==> config.mk <==
export PLATFORM = sky130hd
export DESIGN_NAME = wb_port_arbiter
export DESIGN_NICKNAME = d
export VERILOG_FILES = /design/src/rtl/wb_port_arbiter_pkg.sv /design/src/rtl/wb_port_arbiter_rr.sv /design/src/rtl/wb_port_arbiter.sv
export SDC_FILE = /design/constraint.sdc
export NUM_CORES = 1
export LEC_CHECK = 0
export ABC_CLOCK_PERIOD_IN_PS = 4550
export BUFFER_PORTS_ARGS = -buffer_cell sky130_fd_sc_hd__buf_2
export CORE_UTILIZATION = 28
export DETAILED_ROUTE_END_ITERATION = 12
export GPL_ROUTABILITY_DRIVEN = 0
export PLACE_DENSITY_LB_ADDON = 0.08
export REMOVE_ABC_BUFFERS = 1
export SYNTH_ARGS = -nofsm -noshare
export SYNTH_HDL_FRONTEND = slang
export SYNTH_SLANG_ARGS = --single-unit
==> constraint.sdc <==
create_clock -name clk -period 4.55 [get_ports clk]
set_input_delay 0.455 -clock clk [delete_from_list [all_inputs] [get_ports clk]]
set_output_delay 0.455 -clock clk [all_outputs]
set_load 0.1 [all_outputs]
==> src/rtl/wb_port_arbiter_pkg.sv <==
// Shared definitions for the writeback port arbiter: datapath widths,
// requester indices and the per-requester writeback request bundle.
package wb_port_arbiter_pkg;

    localparam int XLEN           = 32;
    localparam int REG_ADDR_WIDTH = 5;

    // Writeback requesters sharing the single regfile write port
    localparam int NUM_WB_REQ = 3;
    localparam int WB_IDX_ALU = 0;
    localparam int WB_IDX_LSU = 1;
    localparam int WB_IDX_MDU = 2;

    typedef struct packed {
        logic                      valid;
        logic [REG_ADDR_WIDTH-1:0] rd;
        logic [XLEN-1:0]           data;
    } wb_req_t;

    // Width of an index into n requesters (at least one bit)
    function automatic int idx_width(input int n);
        return (n > 1) ? $clog2(n) : 1;
    endfunction

endpackage

==> src/rtl/wb_port_arbiter_rr.sv <==
// Purely combinational round-robin picker: the first asserted request at or
// after ptr, searching upward and wrapping, wins. The pointer register is
// owned by the caller.
module rr_arbiter
    import wb_port_arbiter_pkg::*;
#(
    parameter int N  = NUM_WB_REQ,
    parameter int IW = idx_width(N)
) (
    input  logic [N-1:0]  req,
    input  logic [IW-1:0] ptr,
    output logic [N-1:0]  grant,
    output logic [IW-1:0] grant_idx
);

    logic          found;
    logic [IW-1:0] idx;

    // Circular scan from ptr; the first valid index claims the one-hot grant
    always_comb begin
        grant     = '0;
        grant_idx = '0;
        found     = 1'b0;
        idx       = '0;
        for (int k = 0; k < N; k++) begin
            idx = IW'((int'(ptr) + k) % N);
            if (!found && req[idx]) begin
                grant[idx] = 1'b1;
                grant_idx  = idx;
                found      = 1'b1;
            end
        end
    end

endmodule

==> src/rtl/wb_port_arbiter.sv <==
// Shares the regfile write port between the ALU, LSU and MDU writeback
// producers. Grants are round-robin with valid/ready handshakes, the winning
// write is registered for one cycle, and a saturating counter tracks cycles
// in which two or more producers were competing.
module wb_port_arbiter
    import wb_port_arbiter_pkg::*;
#(
    parameter int NUM_REQ   = NUM_WB_REQ,
    parameter int CNT_WIDTH = 32
) (
    input  logic                                   clk,
    input  logic                                   reset_n,
    input  logic [NUM_REQ-1:0]                     req_valid,
    input  logic [NUM_REQ-1:0][REG_ADDR_WIDTH-1:0] req_rd,
    input  logic [NUM_REQ-1:0][XLEN-1:0]           req_data,
    output logic [NUM_REQ-1:0]                     req_ready,
    input  logic                                   wb_hold,
    output logic                                   wb_wr_en,
    output logic [REG_ADDR_WIDTH-1:0]              wb_rd,
    output logic [XLEN-1:0]                        wb_data,
    output logic [CNT_WIDTH-1:0]                   contention_cnt
);

    localparam int IW = idx_width(NUM_REQ);

    logic [IW-1:0]      rr_ptr;
    logic [NUM_REQ-1:0] grant;
    logic [IW-1:0]      grant_idx;
    wb_req_t            reqs [NUM_REQ];
    wb_req_t            win;
    logic               grant_en;
    logic               transfer;
    logic               contended;

    // Pointer advances to the slot just after the requester that was served
    function automatic logic [IW-1:0] next_ptr(input logic [IW-1:0] g);
        if (int'(g) == NUM_REQ - 1) begin
            return '0;
        end
        return g + 1'b1;
    endfunction

    // Counter sticks at all-ones instead of wrapping
    function automatic logic [CNT_WIDTH-1:0] sat_inc(input logic [CNT_WIDTH-1:0] c);
        return (&c) ? c : c + 1'b1;
    endfunction

    // Bundle each requester's flat port slices into a request record
    always_comb begin
        for (int i = 0; i < NUM_REQ; i++) begin
            reqs[i] = '{valid: req_valid[i], rd: req_rd[i], data: req_data[i]};
        end
    end

    rr_arbiter #(
        .N  (NUM_REQ),
        .IW (IW)
    ) u_rr (
        .req       (req_valid),
        .ptr       (rr_ptr),
        .grant     (grant),
        .grant_idx (grant_idx)
    );

    // Grants are suppressed while held or in reset; a transfer is any accepted grant
    always_comb begin
        grant_en  = !wb_hold && reset_n;
        req_ready = grant & {NUM_REQ{grant_en}};
        win       = reqs[grant_idx];
        transfer  = win.valid && grant_en;
        contended = ($countones(req_valid) >= 2) && !wb_hold;
    end

    // Register the winning write, advance the pointer and count contention
    always_ff @(posedge clk or negedge reset_n) begin
        if (!reset_n) begin
            wb_wr_en       <= 1'b0;
            wb_rd          <= '0;
            wb_data        <= '0;
            rr_ptr         <= '0;
            contention_cnt <= '0;
        end else begin
            // Writes to x0 are consumed but never reach the regfile
            wb_wr_en <= transfer && (win.rd != '0);
            if (transfer) begin
                wb_rd   <= win.rd;
                wb_data <= win.data;
                rr_ptr  <= next_ptr(grant_idx);
            end
            if (contended) begin
                contention_cnt <= sat_inc(contention_cnt);
            end
        end
    end

endmodule

==> flow_summary_export.csv <==
group,metric,value,unit
floorplanning,rows,43,
synth,synth_edf_count,0,
setup_path,cp_slowest_cell,"a22o_2",
synth,synthDominantCellAreaShare,44.8,%
timing,max_clock_freq,0.285,GHz
floorplanning,initial_core_util,28.9,%
setup_path,cp_data_required_time,4.09,ns
timing,fin_skew,0.00391,ns
clocking,ctsResizeCount,0,
power,p_leak,0.00278,uW
placed_design,port_buffers,189,
global_routing,grt_pass1_wl,19300,um
global_routing,antenna_found_initial,3,
setup_path,worstPathCellList,"inv_1 -> ha_1 -> mux2i_1 -> o21a_1 -> a22o_2 -> and2_1 -> o22ai_1 -> nor2_1 -> buf_2",
detailed_routing,wl_per_cell,16.1,um
synth,yosys.area.top_type,"dfrtp_1",
detailed_routing,vias_per_cell,5.00,
placed_design,dp_cells,730,
global_routing,grt_usage,17.0,%
setup_path,cp-start-kind,"flip-flop",
floorplanning,num_io_pins,190,
detailed_routing,drt_first_iter_violations,203,
detailed_routing,num_vias,3737,
detailed_routing,final_antenna_net_count,0,
floorplanning,die_w,122,um
cells_and_area,synthToLayoutAreaGrowth,36.7,%
clocking,cts_buffers,9,
timing,fin_hold_ws,0.467,ns
setup_path,crit_buf_inv,2,
setup_path,crit_fanout,40,
timing,period_minus_slack,3.51,ns
setup_path,slowest_delay,0.64,ns
global_routing,grt.overflow.total,0,
synth,synthArstFlopShare,100,%
synth,synth_top_flop_cell,"dfrtp_1",
floorplanning,dieArea,0.0149,mm2
synth,syn_inst,376,
setup_path,critPathTopFamily,"compound AO/OA/AOI/OAI gates",
power,total_power,4740,uW
worst_hold_path,hp-class,"primary input to asynchronous set/reset pin",
clocking,clock-root-buffer,"clkbuf_16",
synth,synthTopCellsByArea,"dfrtp_1, mux2_2, a221o_1",
clocking,tritoncts,"built",
detailed_routing,dr.pass1.iters,5,
clocking,cts_sinks,72,
clocking,path_clk_slew,0.06,ns
placed_design,hpwlAfterDp,8800,um
floorplanning,die_y,122,um
clocking,htree_num_levels,3,
timing,slew-limit-headroom,41.7,%
clocking,post-cts-setup-buffers,0,
synth,yosysUniqueCellTypes,48,
synth,synth.avg_cell_area,10.7,um2
timing,finalHoldViolCount,0,
power,peakVddDrop,0.000318,V
setup_path,path_class,"flip-flop to output pin",
synth,ys_seq_elements,72,
cells_and_area,instances_no_fill,748,
timing,slew_viol_final,0,
synth,yosysSeqAreaShare,44.8,%
power,powerDensity,862,mW/mm2
cells_and_area,nFillCells,1424,
setup_path,crit_path_end_kind,"output pin",
cells_and_area,drive_above_1_share,45.1,%
detailed_routing,drc,0,
timing,grt_setup_unrepaired,"no",
timing,finalSetupViolations,0,
synth,syn-cell-area,0.00403,mm2
clocking,clk_latency,0.33,ns
clocking,cts_buffer_depth,2,
timing,tightest_slew,0.875,ns
status,status,"complete, no violations",
floorplanning,core,0.0139,mm2
cells_and_area,fin_nets,685,
global_routing,grt_max_degree,68,
timing,finalCritPeriodShare,77.2,%
cells_and_area,final_util,39.5,%
job,maxCapViolCount,0,
synth,yosysWarningCount,0,
detailed_routing,drt-total-wl,12100,um
global_routing,grt_pass1_vias,3741,
setup_path,cp.arrival,3.06,ns
cells in the mapped netlist (all sizes together), types with 5 or more instances:
| cell | count |
|---|---|
| and3 | 39 |
| a21oi | 6 |
| nor3 | 5 |
| dfrtp | 72 |
| nor2 | 22 |
| a221o | 37 |
| o21ai | 8 |
| nand3 | 14 |
| clkbuf | 10 |
| xor2 | 8 |
| mux2 | 39 |
| xnor2 | 19 |
| inv | 10 |
| ha | 6 |
| buf | 10 |
| nand4 | 8 |
| nand2 | 19 |
through the flow:
step	setup slack, ns	area (um2)	setup TNS (ns)
floorplan	-0.104	3930	-3.93
global placement	1.44	5180	0
detailed placement	1.28	5180	0
CTS	1.01	5500	0
global route	0.777	5500	0
finish	1.04	5500	0
final cells by class:
type | instances | area, um2 | share of cell area [%]
timing repair buffer | 195 | 1010 | 18.3
multi-input combinational | 274 | 2110 | 38.4
inverter | 10 | 37.5 | 0.682
tap | 180 | 225 | 4.09
sequential | 72 | 1800 | 32.7
clock buffer | 10 | 229 | 4.16
antenna | 1 | 2.50 | 0.0455
clock inverter | 6 | 83.8 | 1.52
where the power goes:
| group | switching (uW) | leakage [uW] | internal [uW] |
|---|---|---|---|
| registers | 134 | 0.000899 | 850 |
| clock network | 272 | 0.000156 | 478 |
| logic | 2290 | 0.00172 | 725 |
state kept, by name (all words and copies together), names as in the netlist:
name            flops
contention_cnt     32
rr_ptr              2
wb_data            32
wb_rd               5
wb_wr_en            1
placed cells by master (no fill, tap or decap), types with 2 or more instances in the layout:
master	netlist	final
nand2b_1	4	4
nor4_1	2	2
clkbuf_16	0	9
clkinv_2	0	3
inv_1	10	10
o21a_1	3	3
xnor2_1	19	19
buf_4	0	5
buf_2	6	188
nor2_1	22	21
a21o_1	3	3
nand3_1	14	14
or3_1	4	4
a221o_1	37	37
nor3_1	5	5
bufinv_16	0	2
nand2_1	19	19
a31oi_1	3	3
a21oi_1	6	5
nand4_1	8	8
dfrtp_1	72	72
mux2_2	38	38
and3_1	39	39
xor2_1	8	8
o21ai_0	7	7
and4_1	3	3
or2_2	3	3
ha_1	6	6
repair_timing:
item | in CTS | in global routing
setup endpoints to repair | 0 | 0
endpoints found under the hold margin | 5 | 0
hold buffers | 1 | 0
kinds of logic (layout without fill, tap and decap cells):
kind of cell / count (synthesis) / count (layout) / share of synthesized area [%]
buf+inv: 30 / 221 / 3.36
other cells: 0 / 1 / 0
fa+ha+maj: 6 / 6 / 1.87
compound gates: 70 / 70 / 14.8
simple gates: 131 / 131 / 18.2
flops: 72 / 72 / 44.8
xor+xnor: 27 / 27 / 5.88
mux: 40 / 40 / 11.2
per-layer routing:
metal / vias to the layer above / global-route usage, % / routed length, um
met3: 18 / 4.63 / 784
met4: 4 / 5.94 / 213
met5: - / 0 / 20
met1: 1783 / 21.3 / 5220
met2: 135 / 28.0 / 5820
li1: 1797 / - / -
worst paths after layout:
kind                                                from                       endpoint  cells after the start  slack [ns]
max                                rr_ptr[0]$_DFFE_PN0P_                   req_ready[2]                      9        1.04
max reg2reg                        rr_ptr[0]$_DFFE_PN0P_         wb_data[5]$_DFFE_PN0P_                      9        1.29
min                                              reset_n        wb_data[19]$_DFFE_PN0P_                      2        0.47
min in group clk                            req_data[16]        wb_data[16]$_DFFE_PN0P_                      3        0.48
min reg2reg                contention_cnt[7]$_DFFE_PN0P_  contention_cnt[7]$_DFFE_PN0P_                      1        0.50
max in group asynchronous                        reset_n        wb_data[14]$_DFFE_PN0P_                      3        3.02
Power figures use the tool's default switching activity.
